===== config.mk =====
export PLATFORM = sky130hd
export DESIGN_NAME = uart_tx_fifo
export DESIGN_NICKNAME = d
export VERILOG_FILES = /design/src/rtl/uart_tx_fifo_pkg.sv /design/src/rtl/uart_tx_fifo_baud_gen.sv /design/src/rtl/uart_tx_fifo.sv
export SDC_FILE = /design/constraint.sdc
export NUM_CORES = 1
export LEC_CHECK = 0
export CAP_MARGIN = 20
export CORE_MARGIN = 2
export CORE_UTILIZATION = 49
export DETAILED_ROUTE_END_ITERATION = 8
export DONT_BUFFER_PORTS = 1
export SYNTH_ARGS = -nofsm -noshare
export SYNTH_HDL_FRONTEND = slang
export SYNTH_HIERARCHICAL = 1
export SYNTH_SLANG_ARGS = --single-unit

===== constraint.sdc =====
create_clock -name clk -period 3.2 [get_ports clk]
set_clock_uncertainty 0.05 [all_clocks]
set_input_delay 0.48 -clock clk [delete_from_list [all_inputs] [get_ports clk]]
set_output_delay 0.48 -clock clk [all_outputs]
set_load 0.01 [all_outputs]

===== src/rtl/uart_tx_fifo_pkg.sv =====
// Shared definitions for the FIFO-fed UART transmitter: state encoding and
// the oversampling factor used by the bit timing.
package uart_tx_fifo_pkg;

  typedef enum logic [1:0] {
    IDLE  = 2'b00,
    START = 2'b01,
    DATA  = 2'b10,
    STOP  = 2'b11
  } state_t;

  localparam int OVS = 16;

endpackage


===== src/rtl/uart_tx_fifo_baud_gen.sv =====
// Mod-DVSR oversample tick generator; clr realigns the tick phase to a frame
// start so every bit boundary lands an exact multiple of DVSR after the pop.
module baud_gen #(
  parameter int DVSR = 163
) (
  input  logic clk,
  input  logic reset,
  input  logic clr,
  output logic s_tick
);

  localparam int CW = $clog2(DVSR);

  logic [CW-1:0] cnt_r;

  // Free-running divider, restarted whenever a frame begins
  always_ff @(posedge clk or negedge reset) begin
    if (!reset) begin
      cnt_r <= '0;
    end else if (clr) begin
      cnt_r <= '0;
    end else if (cnt_r == CW'(DVSR - 1)) begin
      cnt_r <= '0;
    end else begin
      cnt_r <= cnt_r + CW'(1);
    end
  end

  assign s_tick = (cnt_r == CW'(DVSR - 1));

endmodule


===== src/rtl/uart_tx_fifo.sv =====
// UART transmitter draining a show-ahead FIFO: pops a word whenever the line
// is free and sends start, DBIT data bits LSB first, then the stop period.
module uart_tx_fifo
  import uart_tx_fifo_pkg::*;
#(
  parameter int DBIT    = 8,
  parameter int SB_TICK = 16,
  parameter int DVSR    = 163
) (
  input  logic            clk,
  input  logic            reset,
  input  logic            empty,
  input  logic [DBIT-1:0] r_data,
  output logic            rd,
  output logic            tx,
  output logic            tx_busy,
  output logic            tx_done_tick
);

  localparam int SW = $clog2((SB_TICK > OVS) ? SB_TICK : OVS);
  localparam int NW = (DBIT > 1) ? $clog2(DBIT) : 1;

  state_t          state_r, state_s;
  logic [SW-1:0]   s_cnt_r, s_cnt_s;
  logic [NW-1:0]   n_cnt_r, n_cnt_s;
  logic [DBIT-1:0] b_reg_r, b_reg_s;
  logic            tx_r, tx_s;
  logic            rd_s, done_s, s_tick;

  baud_gen #(.DVSR(DVSR)) u_baud_gen (
    .clk   (clk),
    .reset (reset),
    .clr   (rd_s),
    .s_tick(s_tick)
  );

  // Next-state, datapath updates and pop/done strobes
  always_comb begin
    state_s = state_r;
    s_cnt_s = s_cnt_r;
    n_cnt_s = n_cnt_r;
    b_reg_s = b_reg_r;
    rd_s    = 1'b0;
    done_s  = 1'b0;
    case (state_r)
      IDLE: begin
        if (!empty) begin
          rd_s    = 1'b1;
          b_reg_s = r_data;
          s_cnt_s = '0;
          state_s = START;
        end else begin
          state_s = IDLE;
        end
      end
      START: begin
        if (s_tick && (s_cnt_r == SW'(OVS - 1))) begin
          s_cnt_s = '0;
          n_cnt_s = '0;
          state_s = DATA;
        end else if (s_tick) begin
          s_cnt_s = s_cnt_r + SW'(1);
        end else begin
          s_cnt_s = s_cnt_r;
        end
      end
      DATA: begin
        if (s_tick && (s_cnt_r == SW'(OVS - 1))) begin
          s_cnt_s = '0;
          b_reg_s = b_reg_r >> 1;
          if (n_cnt_r == NW'(DBIT - 1)) begin
            state_s = STOP;
          end else begin
            n_cnt_s = n_cnt_r + NW'(1);
          end
        end else if (s_tick) begin
          s_cnt_s = s_cnt_r + SW'(1);
        end else begin
          s_cnt_s = s_cnt_r;
        end
      end
      STOP: begin
        if (s_tick && (s_cnt_r == SW'(SB_TICK - 1))) begin
          done_s = 1'b1;
          // Chain straight into the next frame when data is already waiting
          if (!empty) begin
            rd_s    = 1'b1;
            b_reg_s = r_data;
            s_cnt_s = '0;
            state_s = START;
          end else begin
            state_s = IDLE;
          end
        end else if (s_tick) begin
          s_cnt_s = s_cnt_r + SW'(1);
        end else begin
          s_cnt_s = s_cnt_r;
        end
      end
      default: begin
        state_s = IDLE;
      end
    endcase
  end

  // Line level follows the state being entered, so tx moves on the same edge
  always_comb begin
    tx_s = 1'b1;
    case (state_s)
      START:   tx_s = 1'b0;
      DATA:    tx_s = b_reg_s[0];
      default: tx_s = 1'b1;
    endcase
  end

  // State and datapath registers
  always_ff @(posedge clk or negedge reset) begin
    if (!reset) begin
      state_r <= IDLE;
      s_cnt_r <= '0;
      n_cnt_r <= '0;
      b_reg_r <= '0;
      tx_r    <= 1'b1;
    end else begin
      state_r <= state_s;
      s_cnt_r <= s_cnt_s;
      n_cnt_r <= n_cnt_s;
      b_reg_r <= b_reg_s;
      tx_r    <= tx_s;
    end
  end

  // Strobes are gated so nothing leaks out while reset holds the FSM in IDLE
  assign rd           = rd_s & reset;
  assign tx_done_tick = done_s & reset;
  assign tx           = tx_r;
  assign tx_busy      = (state_r != IDLE);

endmodule


Word level (Yosys, flattened, before mapping). Index checks and enable logic that the tools add are counted.

Input port bits: 11. Register bits after elaboration: 26.

Add/subtract/negate cells: 3. Bitwise gates (word level): 2. Muxes and demuxes: 27. Equality and inequality tests: 12. Reduce and logical (&&, ||, !) cells: 8.

Operators with widths (number): 8-bit two-way mux (5); 8-bit case mux with 3 select lines (1); 4-bit two-way mux (4); 4-bit case mux with 3 select lines (1); 3-bit two-way mux (3); 8-bit by 1-bit adder with 8-bit output (second input constant) (1); 8-bit equality test (second input constant) (1); 2-bit two-way mux (4); 2-bit inequality test (second input constant) (4); 2-bit case mux with 4 select lines (1); 2-bit equality test (second input constant) (3); 3-bit case mux with 2 select lines (1); 1-bit two-way mux (5); 4-bit by 1-bit adder with 4-bit output (second input constant) (1); 2-bit by 1-bit equality test with 1-bit output (second input constant) (2); 4-bit equality test (second input constant) (1); 1-bit case mux with 2 select lines (2); 4-bit AND reduction (1); 2-bit nonzero test (2); 3-bit by 1-bit adder with 3-bit output (second input constant) (1); 3-bit equality test (second input constant) (1); 3-bit AND reduction (1); 3-bit nonzero test (1); 1-bit bitwise AND (2); other kinds (3) (3).

Depth between registers and ports, before layout.
Word-level depth: 6. Gate-level depth with buffers: 12. Mapped depth without buffers: 10.

By module. Netlist, hierarchy kept.

Modules (own cells, without submodules): uart_tx_fifo (sequential area each 451.7 um^2, times used 1, cells each 113, area an instance 1136.1 um^2); baud_gen (sequential area each 200.2 um^2, times used 1, cells each 39, area an instance 411.6 um^2).

Worst setup path after synthesis. No wires, ideal clock.

Path type: register -> output. Start point: register u_baud_gen.cnt_r[0]. End point: output port rd. Arrival: 1.928 ns. Required time: 2.670 ns. Buffers on the path: 2. Slack: 0.742 ns. Stages on the path, launching flop included: 11. Path through: dfrtp_1 inv_1 ha_1 nand4b_1 nor4_1 buf_6 and4_4 buf_6 a21oi_2 nor3_1 and2_1.

Cells in the longest elaborated chain, start to end: 5.

Ends and longest elaborated chain: start: declaration (RTL line uart_tx_fifo_baud_gen.sv:14) `logic [CW-1:0] cnt_r;`; start signal: assignment (RTL line uart_tx_fifo_baud_gen.sv:25) `cnt_r <= cnt_r + CW'(1);`; 8-bit equality test (RTL line uart_tx_fifo_baud_gen.sv:29) `assign s_tick = (cnt_r == CW'(DVSR - 1));`; named net s_tick (RTL line uart_tx_fifo.sv:28) `logic rd_s, done_s, s_tick;`; 1-bit logical AND (RTL line uart_tx_fifo.sv:83) `if (s_tick && (s_cnt_r == SW'(SB_TICK - 1))) begin`; 1-bit two-way mux (RTL line uart_tx_fifo.sv:83); 1-bit case mux with 2 select lines (RTL line uart_tx_fifo.sv:45) `case (state_r)`; named net rd_s (RTL line uart_tx_fifo.sv:28); 1-bit bitwise AND (RTL line uart_tx_fifo.sv:134) `assign rd = rd_s & reset;`; end: declaration (RTL line uart_tx_fifo.sv:14) `output logic rd,`.

The timed path passes the listed nets, and every way through them passes these cells.

Worst setup path in the final report. Ends and elaborated chain as after synthesis.

==> flow_summary.toml <==
[logic_synthesis]
synth_cells = 152
synth.largest_area_cell = "dfrtp_1"
seq_area_frac_synth_pct = 42.1
synth_commonest_cells = "25 x dfrtp_1, 18 x a22o_1, 14 x nor2_1"
async_flop_share_pct = 100
synth_area_mm2 = 0.00155
yosys.cell_types.count = 42
syn_avg_cell_area_um2 = 10.2
synth_seq_cells = 26
synth_edf_count = 0
syn-num-nets = 173
synth_top_area_share_pct = 40.4
synthFlopType = "dfrtp_1"
ys_top_cells_by_area = "dfrtp_1 40%, a22o_1 10%, ha_1 8.1%"
ys_warn_count = 6
yosysMostFrequentCell = "dfrtp_1"

[power_and_ir_drop]
p_leak_uw = 0.000770
p_seq_share_pct = 43.9
powerDensity_mw_per_mm2 = 680
p_sw_uw = 412
irDropWorstVdd_mv = 0.342
p_int_uw = 709
pwr-share-comb_pct = 35.9
p_clk_share_pct = 20.1
netSwitchingFraction_pct = 36.7

[clocking]
cts_setup_buffers = 0
root_buffer = "clkbuf_4"
clkSinkCount = 26
insertion_delay_ns = 0.32
clk_pin_slew_ns = 0.14
cts_tree = "yes"
ctsHtreeMaxLevel = 1
clk_path_buf_depth = 2
cts_made_buffers = 3

[worst_setup_path]
startpoint = "u_baud_gen/cnt_r[0]"
cpPeakStageDelay_ns = 0.44
worstSetupStartpointType = "flop"
required_ns = 2.67
path_depth = 9
path_class = "flop to output port"
arrival_ns = 2.39
r2r_setup_slack_ns = 0.73
cpMaxStageDelayCell = "dfrtp_1"
crit_chain = "inv_1 -> ha_1 -> nand4b_1 -> nor4_1 -> buf_4 -> and4_4 -> a21oi_2 -> nor3_1 -> and2_1"
r2r_cells = 10
critPathTopFamily = "simple AND/OR/NAND/NOR gates"
cp-end-kind = "output port"
crit_fanout = 12
cp_num_buf_inv = 2
r2r-start = "u_baud_gen/cnt_r[0]"

[floorplanning]
core_mm2 = 0.00303
initial_core_util_pct = 51.1
ios = 15
die_h_um = 60.2
die_w_um = 60.2
fp-row-count = 20
die-area_mm2 = 0.00362

[place]
hpwl_mm = 2.15
gp_congestion = 0.853
place_area_mm2 = 0.00157
io_buffers = 0
dpl_worst_slack_ns = 0.613

[sta]
setup_ws_ns = 0.280
timing.final.crit_period_ns = 2.92
finalCritPeriodShare_pct = 91.3
max_freq_mhz = 342
rsz0062_at_grt = "no"
holdWs_ns = 0.167
drv_slew = 0
hold_viol = 0
max_slew.worst_pin.slew_ns = 0.550
finalSetupViolations = 0
finalSetupTns_ns = 0
max_slew_margin_pct = 63.2

[worst_hold_path]
worstHoldStart = "empty"
holdPathStages = 1
hp-class = "primary input to flop"

[final_layout]
final_util_pct = 54.5
nNetsFinal = 175
antennaDiodeCount = 0
nFillCells = 279
final_area_mm2 = 0.00165
layout-drive-gt1-share_pct = 10.5
syn2layout_area_growth_pct = 6.55

[routing]
postRouteAntennaNets = 0
drc = 0
vias = 1143
drt-initial-drc-count = 48
avgViaCountPerCell = 5.80
routedWlPerCell_um = 15.6
dr.pass1.iters = 4
wl_mm = 3.07

[run_status]
status = "complete, no violations"

[global_route]
grt.overflow.total = 0
antenna_found_initial = 0
grt_pass1_vias = 1169
grt_use_total_pct = 20.2
grt_pass1_wl_mm = 5.44
grt_max_degree = 27

[run]
maxCapViolations = 0
==> power by group through the flow <==
stage | Sequential (µW) | Combinational [µW] | Clock (µW)
3_5_place_dp | 497 | 396 | 0
3_3_place_gp | 495 | 383 | 0
6_report | 492 | 403 | 226
5_1_grt | 510 | 455 | 250
2_1_floorplan | 472 | 337 | 0
4_1_cts | 492 | 408 | 236
==> layout make-up <==
type / instances / area, µm² / share of cell area [%]
Clock buffer: 3 / 22.5 / 1.37
Multi-Input combinational cell: 114 / 830 / 50.3
Clock inverter: 1 / 30.0 / 1.82
Timing Repair Buffer: 3 / 37.5 / 2.28
Sequential cell: 26 / 652 / 39.5
Inverter: 6 / 22.5 / 1.37
Tap cell: 44 / 55.1 / 3.34
==> timing repair <==
action                                 4_1_cts  5_1_grt
hold buffers                                 2        0
resized for setup                            0        0
endpoints found under the hold margin       26        0
setup endpoints to repair                    0        0
==> final timing paths <==
kind                                            end
worst max register to register                   tx
worst min-delay path                     state_r[0]
min in group asynchronous                s_cnt_r[3]
worst max-delay path                             rd
worst min register to register  u_baud_gen/cnt_r[0]
max in group asynchronous                        tx
==> per-stage QoR <==
stage / total power [µW] / cells
after floorplan: 809 / 152
after global placement: 878 / 191
after detailed placement: 892 / 191
after CTS: 1140 / 197
after global routing: 1210 / 197
final: 1120 / 197
==> flip-flops by register name, summed over array words and instances, names as in the netlist <==
signal	flops
u_baud_gen/cnt_r	8
tx	1
b_reg_r	8
s_cnt_r	4
state_r	2
n_cnt_r	3
==> logic make-up (layout without fill, tap and decap cells) <==
| group | Yosys count | after routing | synth area share (%) |
|---|---|---|---|
| XOR/XNOR | 3 | 3 | 1.70 |
| AND/OR/NAND/NOR | 49 | 49 | 16.6 |
| multiplexers | 2 | 2 | 1.29 |
| flip-flops | 26 | 26 | 42.1 |
| AO/OA/AOI/OAI | 50 | 50 | 26.0 |
| buffers and inverters | 12 | 13 | 4.28 |
| adder cells (fa/ha/maj) | 10 | 10 | 8.08 |
==> layout by cell type (no fill, tap or decap), drive strengths merged, types with 2 or more instances in the layout <==
cell type	n
a21oi	9
and3	2
nand2	7
mux2i	2
or3	3
ha	10
dfrtp	25
nor2	16
clkbuf	3
a22o	18
nand4	3
nand3	7
inv	6
xor2	2
nor3	2
and2	3
buf	2
nand2b	2
o31ai	2
a21o	4
o21ai	11
==> per-layer routing <==
layer	vias to the layer above	track usage [%]	part of all wire (%)
met5	-	0	0
li1	562	-	-
met2	22	31.5	46
met1	557	27.1	49
met4	0	5.08	0.62
met3	2	6.28	4.6
Note: power is estimated with default switching activity, not from simulation.
